### src/rtl/serial_pkg.sv
// Shared definitions for the serial link blocks (PISO serializer and
// SIPO byte deserializer): default word width, counter sizing helper and
// the deserializer state type.
package serial_pkg;

    localparam int SER_NBITS_DEFAULT = 8;

    // Width of a bit counter that has to count 0..n-1.
    function automatic int ser_cnt_w(input int n);
        return $clog2(n);
    endfunction

    typedef enum logic [0:0] {
        DESER_IDLE = 1'b0,
        DESER_RECV = 1'b1
    } deser_state_e;

endpackage

### src/rtl/deser_out_buf.sv
// One-entry valid/ready holding buffer for completed words. A new word is
// accepted when the entry is free or is being drained in the same cycle;
// otherwise it is discarded and a single-cycle drop pulse is raised.
module deser_out_buf #(
    parameter int NBITS = 8
) (
    input  logic             clk,
    input  logic             reset,
    input  logic             in_val,
    input  logic [NBITS-1:0] in_data,
    output logic             out_val,
    input  logic             out_rdy,
    output logic [NBITS-1:0] out_data,
    output logic             drop
);

    logic             val_q, val_d;
    logic [NBITS-1:0] data_q, data_d;
    logic             drain;
    logic             load;

    // Decide whether the incoming word loads, is dropped, or the entry empties.
    always_comb begin
        drain  = val_q & out_rdy;
        load   = in_val & (~val_q | drain);
        drop   = in_val & val_q & ~drain;
        val_d  = val_q;
        data_d = data_q;
        if (load) begin
            val_d  = 1'b1;
            data_d = in_data;
        end else if (drain) begin
            val_d  = 1'b0;
        end
    end

    // Entry register; data is left untouched on drain so out_data holds.
    always_ff @(posedge clk) begin
        if (reset) begin
            val_q  <= 1'b0;
            data_q <= '0;
        end else begin
            val_q  <= val_d;
            data_q <= data_d;
        end
    end

    assign out_val  = val_q;
    assign out_data = data_q;

endmodule

### src/rtl/serial_byte_deser.sv
// Serial-in, parallel-out deserializer. Samples an MSB-first bit stream
// qualified by sin_val, assembles NBITS-bit words, and hands each complete
// word to a one-entry output buffer. Words lost because the buffer was
// still full are recorded in a sticky overflow flag.
module serial_byte_deser
    import serial_pkg::*;
#(
    parameter int NBITS = SER_NBITS_DEFAULT
) (
    input  logic             clk,
    input  logic             reset,
    input  logic             sin_val,
    input  logic             sin,
    input  logic             sync,
    output logic             out_val,
    input  logic             out_rdy,
    output logic [NBITS-1:0] out_data,
    output logic             overflow
);

    localparam int CW = ser_cnt_w(NBITS);
    localparam logic [CW-1:0] LAST_BIT = CW'(NBITS - 1);

    logic [NBITS-1:0] sreg_q, sreg_d;
    logic [CW-1:0]    cnt_q, cnt_d;
    deser_state_e     state_q, state_d;
    logic             overflow_q;

    logic             word_val;
    logic [NBITS-1:0] word_data;
    logic             drop;

    // The word being completed always includes the bit arriving this cycle.
    assign word_data = {sreg_q[NBITS-2:0], sin};

    // Shift/count/state next-state; sync restarts the frame and takes
    // precedence over a normal shift, reusing a simultaneous bit as bit 0.
    always_comb begin
        sreg_d   = sreg_q;
        cnt_d    = cnt_q;
        state_d  = state_q;
        word_val = 1'b0;
        if (sin_val && sync) begin
            sreg_d  = {{(NBITS-1){1'b0}}, sin};
            cnt_d   = CW'(1);
            state_d = DESER_RECV;
        end else if (sin_val) begin
            sreg_d = word_data;
            if (state_q == DESER_RECV && cnt_q == LAST_BIT) begin
                cnt_d    = '0;
                state_d  = DESER_IDLE;
                word_val = 1'b1;
            end else begin
                cnt_d   = cnt_q + CW'(1);
                state_d = DESER_RECV;
            end
        end else if (sync) begin
            sreg_d  = '0;
            cnt_d   = '0;
            state_d = DESER_IDLE;
        end
    end

    // Assembly registers and the sticky overflow flag.
    always_ff @(posedge clk) begin
        if (reset) begin
            sreg_q     <= '0;
            cnt_q      <= '0;
            state_q    <= DESER_IDLE;
            overflow_q <= 1'b0;
        end else begin
            sreg_q     <= sreg_d;
            cnt_q      <= cnt_d;
            state_q    <= state_d;
            overflow_q <= overflow_q | drop;
        end
    end

    deser_out_buf #(
        .NBITS(NBITS)
    ) u_out_buf (
        .clk      (clk),
        .reset    (reset),
        .in_val   (word_val),
        .in_data  (word_data),
        .out_val  (out_val),
        .out_rdy  (out_rdy),
        .out_data (out_data),
        .drop     (drop)
    );

    assign overflow = overflow_q;

endmodule
### config.mk
export PLATFORM = sky130hd
export DESIGN_NAME = serial_byte_deser
export DESIGN_NICKNAME = d
export VERILOG_FILES = /design/src/rtl/serial_pkg.sv /design/src/rtl/deser_out_buf.sv /design/src/rtl/serial_byte_deser.sv
export SDC_FILE = /design/constraint.sdc
export NUM_CORES = 1
export LEC_CHECK = 0
export BUFFER_PORTS_ARGS = -buffer_cell sky130_fd_sc_hd__buf_2
export CAP_MARGIN = 20
export CORE_MARGIN = 10
export CORE_UTILIZATION = 34
export CTS_BUF_LIST = sky130_fd_sc_hd__clkbuf_8
export DETAILED_ROUTE_END_ITERATION = 6
export PLACE_DENSITY = 0.61
export REMOVE_ABC_BUFFERS = 1
export SYNTH_ARGS = -nofsm -noshare
export SYNTH_HDL_FRONTEND = slang
export SYNTH_SLANG_ARGS = --single-unit
### constraint.sdc
create_clock -name clk -period 2.1 [get_ports clk]
set_input_delay 0.105 -clock clk [delete_from_list [all_inputs] [get_ports clk]]
set_output_delay 0.105 -clock clk [all_outputs]
set_load 0.01 [all_outputs]
==> results of run 1 <==
state kept, by name (all words and copies together) (netlist names):
| signal | cells |
|---|---|
| u_out_buf.out_val | 1 |
| u_out_buf.out_data | 8 |
| cnt_q | 3 |
| sreg_q | 7 |
| state_q | 1 |
| overflow | 1 |
cells by family (layout without fill, tap and decap cells):
logic type / Yosys count / in the layout / synth area share (%)
flip-flops: 21 / 21 / 50.75
adder cells (fa/ha/maj): 2 / 2 / 3.021
AO/OA/AOI/OAI: 24 / 24 / 14.50
multiplexers: 7 / 7 / 8.460
buffers and inverters: 7 / 20 / 4.984
AND/OR/NAND/NOR: 29 / 29 / 18.28
through the flow:
step	cells	power, mW	hold slack (ns)	instance area [sq um]	utilization, %
2_1_floorplan	84	0.4283	0.1741	790.8	-
3_3_place_gp	127	0.4455	0.3549	900.9	39.58
3_5_place_dp	127	0.4460	0.3613	900.9	39.58
4_1_cts	131	0.6963	0.09379	945.9	41.56
5_1_grt	131	0.7204	0.1404	945.9	41.56
6_report	131	0.6895	0.09640	945.9	41.56
layer usage:
| metal | up-vias | GRT usage [%] | routed length, um |
|---|---|---|---|
| met5 | - | 0 | 0 |
| li1 | 340 | - | - |
| met4 | 0 | 1.996 | 9 |
| met1 | 301 | 8.353 | 728 |
| met2 | 10 | 12.60 | 878 |
| met3 | 2 | 2.710 | 70 |
layout make-up:
class / instances / area [sq um] / area share, %
clock buffers: 3 / 41.29 / 4.365
well taps: 28 / 35.03 / 3.704
clock inverters: 1 / 3.754 / 0.3968
flip-flops and latches: 21 / 420.4 / 44.44
inverters: 1 / 3.754 / 0.3968
multi-input cells: 62 / 366.6 / 38.76
repair buffers: 15 / 75.07 / 7.937
power by group:
part | switching, mW | internal, mW | total (mW)
logic | 0.0183 | 0.0125 | 0.0308
clock network | 0.123 | 0.130 | 0.253
registers | 0.00356 | 0.402 | 0.406
total | 0.145 | 0.545 | 0.689
cell usage in the layout, fill, tap and decap left out, drive strengths merged:
cell | netlist | final
dfxtp | 21 | 21
nand4b | 1 | 1
ha | 2 | 2
o21ai | 9 | 9
nand3 | 9 | 9
or2 | 1 | 1
and4b | 1 | 1
nor2 | 10 | 10
a21oi | 15 | 15
nor3 | 1 | 1
mux2i | 7 | 7
inv | 1 | 2
clkbuf | 1 | 3
nand2 | 2 | 2
nor2b | 1 | 1
nand2b | 2 | 2
buf | 5 | 15
nor3b | 1 | 1
critical path: stages, from the launching register on:
cell	delay, ns
sky130_fd_sc_hd__dfxtp_1	0.35
sky130_fd_sc_hd__ha_1	0.15
sky130_fd_sc_hd__ha_1	0.19
sky130_fd_sc_hd__nand4b_1	0.30
sky130_fd_sc_hd__o21ai_0	0.28
sky130_fd_sc_hd__a21oi_1	0.09
path summary, 6_finish.rpt:
kind                            slack, ns                                  to
worst max-delay path                 0.62  u_out_buf.out_data[6]$_SDFFE_PP0P_
worst min register to register       0.47  u_out_buf.out_data[7]$_SDFFE_PP0P_
worst max register to register       0.62  u_out_buf.out_data[6]$_SDFFE_PP0P_
worst min-delay path                  0.1              sreg_q[0]$_SDFFE_PP0P_
==> flow_summary.toml, run 1 <==
[timing]
fin_tns_setup_ns = 0
relSlewSlack_pct = 63.26
final-setup-viol-count = 0
period_needed_ns = 1.482
hold_violations_final = 0
worst-slew-pin-transition_ns = 0.5500
maxClockFrequency_mhz = 674.7
timing.final.crit_share_pct = 70.57
timing_max_transition_violations_final = 0
finalClockSkew_ns = 0.003409
grt_setup_unrepaired = "no"
setup_slack_ns = 0.6179

[power]
vdd_ir_drop_max_v = 0.0004509
p_leak_nw = 0.3929
power.density_cell_area_nw_per_um2 = 728.9

[die]
dieHeight_um = 69.36
design.die.area_sq_um = 4810
die-width_um = 69.36
floorplan.initialDensity_pct = 36.39
std_cell_rows = 17
ports = 16
floorplan.core_area_sq_um = 2276

[synth]
ys_top_cells_by_count = "sky130_fd_sc_hd__dfxtp_1, sky130_fd_sc_hd__a21oi_1, sky130_fd_sc_hd__nor2_1"
post-synth-top-area-fraction_pct = 50.76
synth.yosys.warnings = 0
yosys_register_bits = 21
syn-instance-count = 90
netlist-cell-type-count = 20
asyncSetResetFlopFracSynth_pct = 0
synthDominantAreaCellType = "sky130_fd_sc_hd__dfxtp_1"
mappedNetlistArea_sq_um = 828.3
synthFlopType = "sky130_fd_sc_hd__dfxtp_1"
yosysSeqAreaShare_pct = 50.76
post_synth.cell_area_avg_sq_um = 9.203
synth-edff-count = 0
library_cell_with_the_highest_instance_count_after_synthesis = "sky130_fd_sc_hd__dfxtp_1"
netlist_top_cells_area = "sky130_fd_sc_hd__dfxtp_1, sky130_fd_sc_hd__a21oi_1, sky130_fd_sc_hd__mux2i_1"

[global_route]
antenna_found_initial = 0
global_route_wire_length_before_repair_um = 2973
overflow_left_after_global_routing = 0
grt_pass1_vias = 635
grt_start_max_net_pins = 17
gr-usage-all-layers_pct = 7.387

[worst_setup_path]
path_max_fanout = 9
critPathKind = "flip-flop to flip-flop"
worst-endpoint-arrival_ns = 1.62
setup.worst_path.end_class = "flip-flop"
worstSetupStartpointType = "flip-flop"
launching_point_of_the_worst_reg2reg_path = "cnt_q[0]$_SDFFE_PP0P_"
worst_setup_path_startpoint = "cnt_q[0]$_SDFFE_PP0P_"
worst-r2r-cell-count = 5
worst_ep_required_ns = 2.24

[min_path]
hold_class = "input port to flip-flop"
hold_depth = 3
timing.hold.worst.start = "sin"

[clock_network]
insertion_delay_to_the_later_sink_of_the_worst_skew_pair_ns = 0.25
post_cts_resize_count = 0
cts.reportedPaths.clkPinSlew_ns = 0.07
clk_path_buf_depth = 2
postCtsSetupBuffers = 0
quantity_of_hold_fixing_buffers_added_after_cts = 0
clock_tree_root_buffer_cell = "sky130_fd_sc_hd__clkbuf_8"
clock_sinks = 21
cts-htree-levels = 1
cts_tree = "done"
numCtsBuffers = 3

[drt]
dr_total_vias = 653
drt_pre_antenna_iters = 4
drc_errors = 0
route.detailed.vias_per_inst = 4.985
routed_wirelength_um = 1687
avgRoutedWirePerCell_um = 12.88
drt_first_iter_violations = 19
ant_nets = 0

[final_layout]
finalNetCount = 112
drive_above_1_share_pct = 19.42
num_antenna_cells = 0
syn_to_final_growth_pct = 14.20
num-fill-cells = 221

[placed_design]
place_ws_ns = 0.6229
place_hpwl_um = 1221
place.gp.congestion = 0.7378
portBuffers = 15

[job]
max-cap-violations = 0

[status]
outcome = "complete, no violations"
(Power assumes the default switching activity.)
==> run 2: changes to the inputs <==
- ABC_AREA: default -> 1
- PLACE_DENSITY: 0.61 -> 0.62
- clock period: 2.1 -> 1.2 ns (I/O delays scaled with it)
==> flow_summary.toml, run 2 <==
[status]
outcome = "complete, no violations"

[drt]
dr_total_vias = 841
ant_nets = 0
drt_pre_antenna_iters = 4
route.detailed.vias_per_inst = 4.450
routed_wirelength_um = 2040
drt_first_iter_violations = 34
drc_errors = 0
avgRoutedWirePerCell_um = 10.79

[synth]
yosysSeqAreaShare_pct = 45.28
netlist-cell-type-count = 15
library_cell_with_the_highest_instance_count_after_synthesis = "sky130_fd_sc_hd__nand2_1"
yosys_register_bits = 21
synthFlopType = "sky130_fd_sc_hd__dfxtp_1"
mappedNetlistArea_sq_um = 928.4
syn-instance-count = 133
ys_top_cells_by_count = "sky130_fd_sc_hd__nand2_1, sky130_fd_sc_hd__inv_1, sky130_fd_sc_hd__dfxtp_1"
synth.yosys.warnings = 0
asyncSetResetFlopFracSynth_pct = 0
post_synth.cell_area_avg_sq_um = 6.980
synthDominantAreaCellType = "sky130_fd_sc_hd__dfxtp_1"
synth-edff-count = 0
post-synth-top-area-fraction_pct = 45.28
netlist_top_cells_area = "sky130_fd_sc_hd__dfxtp_1, sky130_fd_sc_hd__nand2_1, sky130_fd_sc_hd__inv_1"

[worst_setup_path]
worst_path_max_delay_cell = "sky130_fd_sc_hd__dfxtp_2"
cp_cell_sequence = "ha_4, ha_4, nand2_8, inv_6, nand3_4, nand2_1, inv_1, nor2_1"
worst_ep_required_ns = 1.40
worstSetupStartpointType = "flip-flop"
critical-path-top-cell-by-count = "sky130_fd_sc_hd__ha_4"
critPathKind = "flip-flop to flip-flop"
path_max_fanout = 5
critical-path-top-delay-family = "flip-flops"
worst_path_largest_cell_delay_ns = 0.36
worstPathBufferInverterCount = 2
worst-endpoint-arrival_ns = 1.37
setup.worst_path.end_class = "flip-flop"

[timing]
relSlewSlack_pct = 74.32
final-setup-viol-count = 0
hold_violations_final = 0
timing.final.crit_share_pct = 97.51
hold_ws_ns = 0.02606
finalClockSkew_ns = 0.003182
maxClockFrequency_mhz = 854.6
timing_max_transition_violations_final = 0
grt_setup_unrepaired = "yes"
fin_tns_setup_ns = 0
worst-slew-pin-transition_ns = 0.3848
period_needed_ns = 1.170

[final_layout]
drive_above_1_share_pct = 28.93
syn_to_final_growth_pct = 32.88
layout.cells.most_common = "sky130_fd_sc_hd__nand2_1"
num_antenna_cells = 0
finalNetCount = 168
num-fill-cells = 259
final_cell_mix = "sky130_fd_sc_hd__nand2_1, sky130_fd_sc_hd__inv_1, sky130_fd_sc_hd__dfxtp_1"
largest_reg_flops = 8
post-route-cell-area_sq_um = 1234
final_core_utilization_pct = 48.48

[clock_network]
numCtsBuffers = 3
clk_path_buf_depth = 2
clock_tree_root_buffer_cell = "sky130_fd_sc_hd__clkbuf_8"
cts-htree-levels = 1
insertion_delay_to_the_later_sink_of_the_worst_skew_pair_ns = 0.26
cts_tree = "done"
clock_sinks = 21
cts.reportedPaths.clkPinSlew_ns = 0.08

[die]
floorplan.initialDensity_pct = 36.48
ports = 16
std_cell_rows = 18
dieHeight_um = 72.26
die-width_um = 72.26
floorplan.core_area_sq_um = 2545
design.die.area_sq_um = 5221

[global_route]
antenna_found_initial = 0
overflow_left_after_global_routing = 0
gr-usage-all-layers_pct = 8.329
grt_start_max_net_pins = 13
global_route_wire_length_before_repair_um = 3546
grt_pass1_vias = 819

[placed_design]
place_hpwl_um = 1422
portBuffers = 15
place_area_sq_um = 1061
place.gp.congestion = 0.7640

[job]
max-cap-violations = 0

[power]
vdd_ir_drop_max_v = 0.0007189
p_leak_nw = 0.5304
power.density_cell_area_nw_per_um2 = 1033

[min_path]
hold_class = "input port to flip-flop"
[run 2: kinds of logic after synthesis]
family	Yosys count	share of synthesized area, %
simple gates	65	31.94
buf+inv	33	13.61
fa+ha+maj	2	2.695
compound gates	12	6.469
flops	21	45.28
[run 2: path summary, 6_finish.rpt]
kind	start	cells after the start	slack (ns)	to
setup / recovery	cnt_q[1]$_SDFFE_PP0P_	8	0.03	u_out_buf.out_data[1]$_SDFFE_PP0P_
hold / removal	reset	2	0.03	sreg_q[0]$_SDFFE_PP0P_
setup reg to reg	cnt_q[1]$_SDFFE_PP0P_	8	0.03	u_out_buf.out_data[1]$_SDFFE_PP0P_
hold reg to reg	overflow$_SDFF_PP0_	2	0.46	overflow$_SDFF_PP0_
[run 2: worst register-to-register path: cells and delay by family (launching register included)]
family,cells,cell delay [ns]
buffers and inverters,2,0.13
DFF,1,0.36
and+or+nand+nor,4,0.35
adders and majority gates,2,0.29
[run 2: final cells by class]
type | count | area [sq um] | area share [%]
clock buffers | 3 | 41.29 | 3.347
clock inverters | 1 | 5.005 | 0.4057
inverters | 31 | 121.4 | 9.838
multi-input cells | 81 | 474.2 | 38.44
flip-flops and latches | 21 | 422.9 | 34.28
well taps | 30 | 37.54 | 3.043
repair buffers | 22 | 131.4 | 10.65
[run 2: power breakdown]
part | switching [mW] | internal (mW)
Sequential | 0.0104 | 0.706
Combinational | 0.0553 | 0.0385
Clock | 0.233 | 0.231
Total | 0.299 | 0.976
[run 2: metrics by stage]
step / setup WS, ns / power, mW / cells
final: 0.02986 / 1.275 / 189
after floorplan: -0.04629 / 0.7693 / 131
after global placement: -0.07739 / 0.8072 / 180
after global routing: -0.05285 / 1.338 / 189
after CTS: 0.03092 / 1.282 / 187
after detailed placement: -0.1117 / 0.8084 / 180
[run 2: routing by layer]
layer / wire [um] / part of all wire (%) / track usage [%] / vias to the layer above
met3: 86 / 4.2 / 2.585 / 4
met4: 36 / 1.8 / 3.871 / 0
li1: - / - / - / 453
met1: 937 / 46 / 9.419 / 376
met2: 980 / 48 / 13.90 / 8
met5: 0 / 0 / 0 / -
[run 2: timing repair]
action                     CTS  global route
gates resized for setup     13             9
pin swaps                    6             4
hold buffers                 0             0
setup buffers                1             2
setup endpoints to repair   11             9
cloned                       2             0
==> run 3: changes to the inputs <==
- PLACE_DENSITY: 0.62 -> 0.6
- clock period: 1.2 -> 1.31 ns (I/O delays scaled with it)
==> flow_summary.toml, run 3 (synthesis gave the netlist of run 2 again) <==
[drt]
drc_errors = 0
drt_pre_antenna_iters = 2
ant_nets = 0
drt_first_iter_violations = 14
route.detailed.vias_per_inst = 4.335
dr_total_vias = 802
routed_wirelength_um = 1966
avgRoutedWirePerCell_um = 10.63

[timing]
grt_setup_unrepaired = "no"
timing.final.crit_share_pct = 95.48
period_needed_ns = 1.251
finalClockSkew_ns = 0.003290
hold_violations_final = 0
final-setup-viol-count = 0
timing_max_transition_violations_final = 0
maxClockFrequency_mhz = 799.5
relSlewSlack_pct = 71.79
worst-slew-pin-transition_ns = 0.4222

[worst_setup_path]
ff_to_ff_setup_slack_ns = 0.06
worstSetupStartpointType = "flip-flop"
worst-endpoint-arrival_ns = 1.44
worst_path_largest_cell_delay_ns = 0.34
cp_cell_sequence = "ha_2, ha_4, nand2_4, inv_4, nand3_2, nand2_1, inv_1, nor2_1"
critPathKind = "flip-flop to flip-flop"
path_max_fanout = 4
worst_path_max_delay_cell = "sky130_fd_sc_hd__dfxtp_2"
worst_ep_required_ns = 1.50
setup.worst_path.end_class = "flip-flop"

[die]
die-width_um = 72.26
ports = 16
std_cell_rows = 18
dieHeight_um = 72.26
floorplan.core_area_sq_um = 2545
floorplan.initialDensity_pct = 36.48
design.die.area_sq_um = 5221

[power]
totalPowerFinal_mw = 1.143
p_leak_nw = 0.5193
vdd_ir_drop_max_v = 0.0006080
power.density_cell_area_nw_per_um2 = 995.2

[final_layout]
largest_reg_flops = 8
num-fill-cells = 280
drive_above_1_share_pct = 23.23
finalNetCount = 164
num_antenna_cells = 0
final_core_utilization_pct = 45.13
layout.cells.most_common = "sky130_fd_sc_hd__nand2_1"
fin_cells = 185
final_cell_mix = "sky130_fd_sc_hd__nand2_1, sky130_fd_sc_hd__inv_1, sky130_fd_sc_hd__dfxtp_1"
syn_to_final_growth_pct = 23.72

[global_route]
global_route_wire_length_before_repair_um = 3222
grt_pass1_vias = 755
antenna_found_initial = 0
overflow_left_after_global_routing = 0
gr-usage-all-layers_pct = 7.442
grt_start_max_net_pins = 16

[clock_network]
cts.reportedPaths.clkPinSlew_ns = 0.08
quantity_of_hold_fixing_buffers_added_after_cts = 0
clock_sinks = 21
cts-htree-levels = 1
clk_path_buf_depth = 2
insertion_delay_to_the_later_sink_of_the_worst_skew_pair_ns = 0.26
clock_tree_root_buffer_cell = "sky130_fd_sc_hd__clkbuf_8"
cts_tree = "done"
numCtsBuffers = 3

[status]
outcome = "complete, no violations"

[placed_design]
place.gp.congestion = 0.7253
placed_cells = 178
place_hpwl_um = 1390
portBuffers = 15

[job]
max-cap-violations = 0

[min_path]
hold_class = "input port to flip-flop"
[run 3: changes by cell type in the layout (fill, tap and decap cells not counted), sizes merged]
| cell | before | now |
|---|---|---|
| buf | 22 | 18 |
[run 3: worst max-delay path, delay by kind of cell (launching register included)]
kind | cells | cell delay (ns)
buf+inv | 2 | 0.12
flops | 1 | 0.34
simple gates | 4 | 0.39
fa+ha+maj | 2 | 0.33
[run 3: power by group]
| part | switching (mW) | leakage (nW) | internal (mW) |
|---|---|---|---|
| sequential | 0.00666 | 0.171 | 0.647 |
| combinational | 0.0466 | 0.323 | 0.0250 |
| clock | 0.207 | 0.0255 | 0.211 |
| total | 0.260 | 0.519 | 0.883 |
[run 3: stage by stage]
stage               worst slack, ns  setup TNS, ns  instance area, sq um  hold WS (ns)
floorplan                   0.06371              0                 918.4        0.1346
global placement            0.02622              0                  1046        0.3001
detailed placement         -0.02144        -0.1312                  1046        0.3005
CTS                        0.008121              0                  1095       0.02262
global route                0.01942              0                  1149       0.05922
finish                      0.05921              0                  1149       0.03852
[run 3: metal layers]
layer | wire [um] | track usage, %
met5 | 0 | 0
met4 | 17 | 3.226
met3 | 78 | 2.449
met2 | 920 | 12.24
met1 | 950 | 8.562
[run 3: area by class of cell]
type	count	area [sq um]	share of cell area, %
Tap cell	30	37.54	3.268
Multi-Input combinational cell	81	425.4	37.04
Sequential cell	21	422.9	36.82
Inverter	31	118.9	10.35
Clock buffer	3	41.29	3.595
Timing Repair Buffer	18	97.59	8.497
Clock inverter	1	5.005	0.4357
[run 3: worst paths after layout]
path,from,end,cells after the start
min,reset,overflow$_SDFF_PP0_,2
max,cnt_q[0]$_SDFFE_PP0P_,u_out_buf.out_data[3]$_SDFFE_PP0P_,8
max reg2reg,cnt_q[0]$_SDFFE_PP0P_,u_out_buf.out_data[3]$_SDFFE_PP0P_,8
min reg2reg,overflow$_SDFF_PP0_,overflow$_SDFF_PP0_,2
[run 3: timing repair]
item                       in CTS  in global routing
pin swaps                       0                  2
setup buffers                   0                  1
cloned                          0                  2
gates resized for setup         1                  9
setup endpoints to repair       8                  9
